<file path="config.mk">
export PLATFORM = sky130hd
export DESIGN_NAME = dmem_arbiter
export DESIGN_NICKNAME = d
export VERILOG_FILES = /design/src/rtl/dmem_arbiter.sv
export SDC_FILE = /design/constraint.sdc
export NUM_CORES = 1
export LEC_CHECK = 0
export ABC_AREA = 1
export ABC_CLOCK_PERIOD_IN_PS = 2300
export BUFFER_PORTS_ARGS = -buffer_cell sky130_fd_sc_hd__buf_2
export CAP_MARGIN = 20
export CORE_MARGIN = 2
export CORE_UTILIZATION = 51
export CTS_CLUSTER_DIAMETER = 100
export DETAILED_ROUTE_END_ITERATION = 10
export PLACE_DENSITY = 0.9
export SETUP_SLACK_MARGIN = 0.4
export SLEW_MARGIN = 20
export SYNTH_ARGS = -nofsm -noshare
export SYNTH_HDL_FRONTEND = slang
export SYNTH_SLANG_ARGS = --single-unit
</file>
<file path="constraint.sdc">
create_clock -name clk -period 2.3 [get_ports clk]
set_input_delay 0.23 -clock clk [delete_from_list [all_inputs] [get_ports clk]]
set_output_delay 0.23 -clock clk [all_outputs]
set_load 0.01 [all_outputs]
</file>
<file path="src/rtl/dmem_arbiter.sv">
// Two-port round-robin arbiter and sequencer for the single-port data memory.
// Define DMEM_ARB_STATS_EN to add the saturating grant/conflict statistics counters.
module dmem_arbiter #(
    parameter int ADDR_W = 32,
    parameter int DATA_W = 32,
    parameter int STAT_W = 16
) (
    input  logic              clk,
    input  logic              rst_n,
    input  logic              p0_req,
    input  logic              p0_we,
    input  logic [ADDR_W-1:0] p0_addr,
    input  logic [DATA_W-1:0] p0_wdata,
    output logic              p0_ack,
    output logic [DATA_W-1:0] p0_rdata,
    input  logic              p1_req,
    input  logic              p1_we,
    input  logic [ADDR_W-1:0] p1_addr,
    input  logic [DATA_W-1:0] p1_wdata,
    output logic              p1_ack,
    output logic [DATA_W-1:0] p1_rdata,
    output logic [ADDR_W-1:0] mem_addr,
    output logic [DATA_W-1:0] mem_wdata,
    output logic              mem_we,
    input  logic [DATA_W-1:0] mem_rdata,
    output logic              busy
`ifdef DMEM_ARB_STATS_EN
    ,
    output logic [STAT_W-1:0] stat_gnt0,
    output logic [STAT_W-1:0] stat_gnt1,
    output logic [STAT_W-1:0] stat_conflict
`endif
);

    // state  | meaning
    // IDLE   | waiting for a request; arbitrate and latch on the next edge
    // ACCESS | latched access driven to memory for one cycle
    // RESP   | ack pulse to the selected port, read data already registered
    localparam logic [1:0] S_IDLE   = 2'd0;
    localparam logic [1:0] S_ACCESS = 2'd1;
    localparam logic [1:0] S_RESP   = 2'd2;

    logic [1:0]        state_q,      state_d;
    logic              last_grant_q, last_grant_d;
    logic              sel_q,        sel_d;
    logic              we_q,         we_d;
    logic [ADDR_W-1:0] addr_q,       addr_d;
    logic [DATA_W-1:0] wdata_q,      wdata_d;
    logic [DATA_W-1:0] p0_rdata_q,   p0_rdata_d;
    logic [DATA_W-1:0] p1_rdata_q,   p1_rdata_d;

    logic any_req;
    logic both_req;
    logic grant;

    assign any_req  = p0_req | p1_req;
    assign both_req = p0_req & p1_req;
    // On a conflict the port that did not win last time gets the grant.
    assign grant    = both_req ? ~last_grant_q : p1_req;

    always_comb begin
        state_d      = state_q;
        last_grant_d = last_grant_q;
        sel_d        = sel_q;
        we_d         = we_q;
        addr_d       = addr_q;
        wdata_d      = wdata_q;
        p0_rdata_d   = p0_rdata_q;
        p1_rdata_d   = p1_rdata_q;
        case (state_q)
            S_IDLE: begin
                if (any_req) begin
                    sel_d        = grant;
                    last_grant_d = grant;
                    we_d         = grant ? p1_we    : p0_we;
                    addr_d       = grant ? p1_addr  : p0_addr;
                    wdata_d      = grant ? p1_wdata : p0_wdata;
                    state_d      = S_ACCESS;
                end
            end
            S_ACCESS: begin
                if (!we_q) begin
                    if (sel_q) p1_rdata_d = mem_rdata;
                    else       p0_rdata_d = mem_rdata;
                end
                state_d = S_RESP;
            end
            S_RESP:  state_d = S_IDLE;
            default: state_d = S_IDLE;
        endcase
    end

    always_ff @(posedge clk or negedge rst_n) begin
        if (!rst_n) begin
            state_q      <= S_IDLE;
            last_grant_q <= 1'b1;
            sel_q        <= 1'b0;
            we_q         <= 1'b0;
            addr_q       <= '0;
            wdata_q      <= '0;
            p0_rdata_q   <= '0;
            p1_rdata_q   <= '0;
        end else begin
            state_q      <= state_d;
            last_grant_q <= last_grant_d;
            sel_q        <= sel_d;
            we_q         <= we_d;
            addr_q       <= addr_d;
            wdata_q      <= wdata_d;
            p0_rdata_q   <= p0_rdata_d;
            p1_rdata_q   <= p1_rdata_d;
        end
    end

    // mem_we decodes straight from state so an async reset drops it immediately.
    assign mem_addr  = addr_q;
    assign mem_wdata = wdata_q;
    assign mem_we    = (state_q == S_ACCESS) & we_q;
    assign p0_ack    = (state_q == S_RESP) & ~sel_q;
    assign p1_ack    = (state_q == S_RESP) &  sel_q;
    assign p0_rdata  = p0_rdata_q;
    assign p1_rdata  = p1_rdata_q;
    assign busy      = (state_q != S_IDLE);

`ifdef DMEM_ARB_STATS_EN
    logic [STAT_W-1:0] gnt0_q, gnt0_d;
    logic [STAT_W-1:0] gnt1_q, gnt1_d;
    logic [STAT_W-1:0] conf_q, conf_d;
    logic              idle_grant;

    assign idle_grant = (state_q == S_IDLE) & any_req;

    always_comb begin
        gnt0_d = gnt0_q;
        gnt1_d = gnt1_q;
        conf_d = conf_q;
        if (idle_grant && !grant && gnt0_q != {STAT_W{1'b1}}) gnt0_d = gnt0_q + STAT_W'(1);
        if (idle_grant &&  grant && gnt1_q != {STAT_W{1'b1}}) gnt1_d = gnt1_q + STAT_W'(1);
        if ((state_q == S_IDLE) && both_req && conf_q != {STAT_W{1'b1}}) conf_d = conf_q + STAT_W'(1);
    end

    always_ff @(posedge clk or negedge rst_n) begin
        if (!rst_n) begin
            gnt0_q <= '0;
            gnt1_q <= '0;
            conf_q <= '0;
        end else begin
            gnt0_q <= gnt0_d;
            gnt1_q <= gnt1_d;
            conf_q <= conf_d;
        end
    end

    assign stat_gnt0     = gnt0_q;
    assign stat_gnt1     = gnt1_q;
    assign stat_conflict = conf_q;
`endif

endmodule
</file>
### Yosys cells after proc, flatten, opt, wreduce, memory -nomap -nowiden

Index checks and enable logic that the tools add are counted.

| word-level totals | value |
|---|---|
| bits in registers | 133 |
| input port bits | 166 |
| output and inout bits | 132 |
| word-level logic and storage cells | 30 |

| cells by class | value |
|---|---|
| equal/unequal tests | 3 |
| multiplexer cells | 6 |
| bitwise logic cells | 8 |
| reductions and logical operators | 5 |

Operator list:

| operator | number |
|---|---|
| 2-to-1 mux 32 bit | 2 |
| AND reduction 3 bit | 2 |
| bitwise AND 1 bit | 4 |
| one-hot mux 2 bit (2 select lines) | 1 |
| inverter 1 bit | 3 |
| == test 2 x 1 -> 1 bit (second input constant) | 1 |
| == test 2 bit (second input constant) | 1 |
| zero test 2 bit | 1 |
| 2-to-1 mux 1 bit | 2 |
| 2-to-1 mux 2 bit | 1 |
| inequality test 2 bit (second input constant) | 1 |
| AND reduction 2 bit | 1 |
| nonzero test 2 bit | 1 |
| OR 1 bit | 1 |

### Longest topological paths before layout

| depth | value |
|---|---|
| depth in word-level cells | 3 |
| gate-level depth with buffers | 8 |

### Worst setup path after synthesis

OpenSTA, ideal clock, no wires.

| timing path | value |
|---|---|
| kind | register to register |
| start point | register last_grant_q |
| end point | register wdata_q[10], in the netlist mem_wdata[10] |
| setup time | 0.118 ns |
| arrival | 1.155 ns |
| data required time | 2.182 ns |
| slack | 1.028 ns |
| cell stages (with the launch flop) | 8 |
| path buffers | 2 |
| clock period less this slack | 1.272 ns |
| path through | dfstp_2 nand2_1 nand2_1 buf_2 buf_2 nand2_1 nand3_1 nand2_1 |

| on the way | value |
|---|---|
| longest elaborated chain between the ends | 3 |

RTL lines:

| element | RTL line | source |
|---|---|---|
| start, declared | 44 | `logic last_grant_q, last_grant_d;` |
| start signal, assigned | 105 | `last_grant_q <= last_grant_d;` |
| inverter 1 bit | 59 | `assign grant = both_req ? ~last_grant_q : p1_req;` |
| 2-to-1 mux 1 bit | 59 |  |
| 2-to-1 mux 32 bit | 77 | `wdata_d = grant ? p1_wdata : p0_wdata;` |
| end signal, assigned | 109 | `wdata_q <= wdata_d;` |
| end, declared | 48 | `logic [DATA_W-1:0] wdata_q, wdata_d;` |

No other way between the ends.
A chain may end at the register's enable or synchronous reset.

### Worst setup path after layout

| timing path | value |
|---|---|
| start point | register state_q[0] |
| end point | register addr_q[2], in the netlist mem_addr[2] |

| on the way | value |
|---|---|
| longest elaborated chain between the ends | 2 |

RTL lines:

| element | RTL line | source |
|---|---|---|
| start, declared | 43 | `logic [1:0] state_q, state_d;` |
| start signal, assigned | 104 | `state_q <= state_d;` |
| zero test 2 bit | 70 | `case (state_q)` |
| AND reduction 2 bit (no source line) | -- |  |
| end signal, assigned | 108 | `addr_q <= addr_d;` |
| end, declared | 47 | `logic [ADDR_W-1:0] addr_q, addr_d;` |

No other way between the ends.

==> results.toml <==
[status]
status = "finished clean"

[power_and_ir_drop]
leakage_nw = 5.34
ir_drop_uv = 767
powerDensity_nw_per_um2 = 1410

[clock_network]
cts-htree-levels = 4
cts.sinks = 133
clockRootBuffer = "clkbuf_16"
path_clk_slew_ns = 0.06
clock_path_buffers = 2
numCtsBuffers = 17
cts_tree = "done"
cts_setup_buffers = 0
insertion_delay_ns = 0.41

[logic_synthesis]
synth_cells = 859
yosysTopAreaCell = "dfrtp_1"
synth_top_area_share_pct = 51.4
yosys_warnings = 0
netlist_top_cells_area = "dfrtp_1 (51%), nand2_1 (19%), nand3_1 (13%), inv_1 (7.7%), nand4_1 (3.1%)"
synth_nets = 1025
ys_types = 17
avgSynthCellArea_sq_um = 7.48
synth-seq-cells = 133
syn-cell-area_sq_um = 6420
ys_seq_area_share_pct = 51.9

[global_route]
grt_start_max_net_pins = 69
grtUsageTotal_pct = 28.5
grt_pass1_vias = 6403
gr-total-overflow = 0
grt_first_pass_wirelength_um = 30100
antenna_found_initial = 0

[timing]
period_share_pct = 77.1
tightest_slew_ns = 0.719
finalClockSkew_ns = 0.00976
post-route-min-period_ns = 1.77
hold_viol = 0
tns_ns = 0
slew_headroom_pct = 52.1
slew_violations = 0
fmax_mhz = 564
setup_viol = 0
rsz0062_at_grt = "no"

[route]
wirelength_um = 19200
routed_via_density = 5.17
ant_nets = 0
drtPass1Iterations = 7
wl_per_cell_um = 14.6
drc = 0
num_vias = 6797
drtIter0Drc = 696

[run]
cap_violations = 0

[die]
ios = 298
dieArea_sq_um = 13500
rows = 40
start_util_pct = 52.8
die_y_um = 116
die_width_um = 116
core_sq_um = 12200

[finish]
multi_input_area_sq_um = 2310
finalNonFillerCells = 1314
nets = 1298
layout-drive-gt1-share_pct = 30.9
nFillCells = 967
final-seq-area_sq_um = 3330
syn2layout_area_growth_pct = 35.2

[worst_setup_path]
critPathKind = "reg -> reg"
cp-end-kind = "flip-flop"
worstRegToRegCells = 6
required_ns = 2.64
max_stage_delay_ns = 0.58
cp-start-kind = "flip-flop"
slowest_stage = "buf_4"
crit_chain = "inv_2, nand2_2, nor2_4, buf_4, nand3_1, nand2_1"
arrival_ns = 2.11
critPathMaxFanout = 68

[place]
place_congestion = 0.860
portBuffers = 297
dp_hpwl_um = 13200
place_inst = 1280

[worst_hold_path]
holdPathStages = 3
hp-class = "in -> reg"
==> layout by cell type, fill, tap and decap left out, types with 2 or more instances in the layout <==
cell type,instances
inv_2,4
nand3_1,163
nand4_1,32
nand2_1,327
bufinv_16,5
nor2_4,2
dfrtp_1,132
buf_4,10
buf_2,296
nand2_2,3
clkbuf_8,4
clkbuf_16,17
nor3_1,3
buf_12,3
inv_1,131
clkinvlp_4,3
==> critical path, delay by kind of cell (launching register included) <==
family                 cells  cell delay (ns)
buffers and inverters      2             0.69
and+or+nand+nor            4             0.57
DFF                        1             0.41
==> metal layers <==
metal  global-route usage (%)  part of all wire (%)  vias up
met1                     34.1                    37     3142
met3                     7.78                   9.4       67
met5                        0                     0        -
met2                     47.2                    50      395
met4                     15.2                   4.0        0
li1                         -                     -     3193
==> final cells by class <==
cell class / count / area share [%]
flip-flops and latches: 133 / 38.3
multi-input cells: 533 / 26.7
repair buffers: 311 / 18.9
inverters: 136 / 5.91
clock buffers: 21 / 5.53
well taps: 168 / 2.42
clock inverters: 11 / 2.25
diodes: 1 / 0.0288
==> where the power goes <==
part	internal, W	leakage, nW	switching (W)
registers	0.00354	1.62	0.000683
logic	0.00176	3.40	0.00317
clock network	0.00204	0.322	0.00101
total	0.00734	5.34	0.00487
==> sequential cells by signal, summed over array words and instances (netlist names) <==
| register | count |
|---|---|
| we_q | 1 |
| state_q | 2 |
| last_grant_q | 1 |
| p0_rdata | 32 |
| sel_q | 1 |
| mem_addr | 32 |
| mem_wdata | 32 |
| p1_rdata | 32 |
==> cell usage after synthesis <==
library cell,n
buf_1,2
buf_2,29
buf_4,7
clkbuf_1,19
dfrtp_1,132
dfstp_2,1
inv_1,131
inv_2,5
nand2_1,329
nand2_2,1
nand3_1,163
nand4_1,32
nor2_1,1
nor2_2,2
nor2_4,1
nor3_1,3
o21ai_1,1
==> worst paths after layout <==
| check | start | endpoint | slack, ns |
|---|---|---|---|
| min in group asynchronous | rst_n | p1_rdata[17] | 0.40 |
| max in group asynchronous | rst_n | last_grant_q | 1.24 |
| hold / removal | mem_rdata[13] | p1_rdata[13] | 0.08 |
| hold reg to reg | p0_rdata[17] | p0_rdata[17] | 0.46 |
| setup reg to reg | state_q[0] | mem_addr[2] | 0.53 |
| setup / recovery | state_q[0] | mem_addr[2] | 0.53 |
==> metrics by stage <==
| stage | hold WS, ns | power, W | cell area (sq um) | setup slack, ns | util, % |
|---|---|---|---|---|---|
| floorplan | -0.0656 | 0.00708 | 6420 | 1.03 | - |
| CTS | 0.0569 | 0.0122 | 8680 | 0.456 | 71.4 |
| finish | 0.0767 | 0.0122 | 8680 | 0.526 | 71.4 |
| detailed placement | 0.272 | 0.00913 | 7990 | 0.545 | 65.7 |
| global placement | 0.268 | 0.00894 | 7990 | 0.592 | 65.7 |
| global route | 0.0700 | 0.0131 | 8680 | 0.434 | 71.4 |
==> kinds of logic after synthesis <==
family,Yosys count,synth area share (%)
buf+inv,193,12.3
simple gates,532,35.8
compound gates,1,0.0779
flops,133,51.9
==> repair_timing <==
item                                   4_1_cts  5_1_grt
resized for setup                            0        1
hold buffers                                 1        0
setup endpoints to repair                    0       66
endpoints found under the hold margin       63        0
No activity file was read; power rests on OpenSTA's default activity.
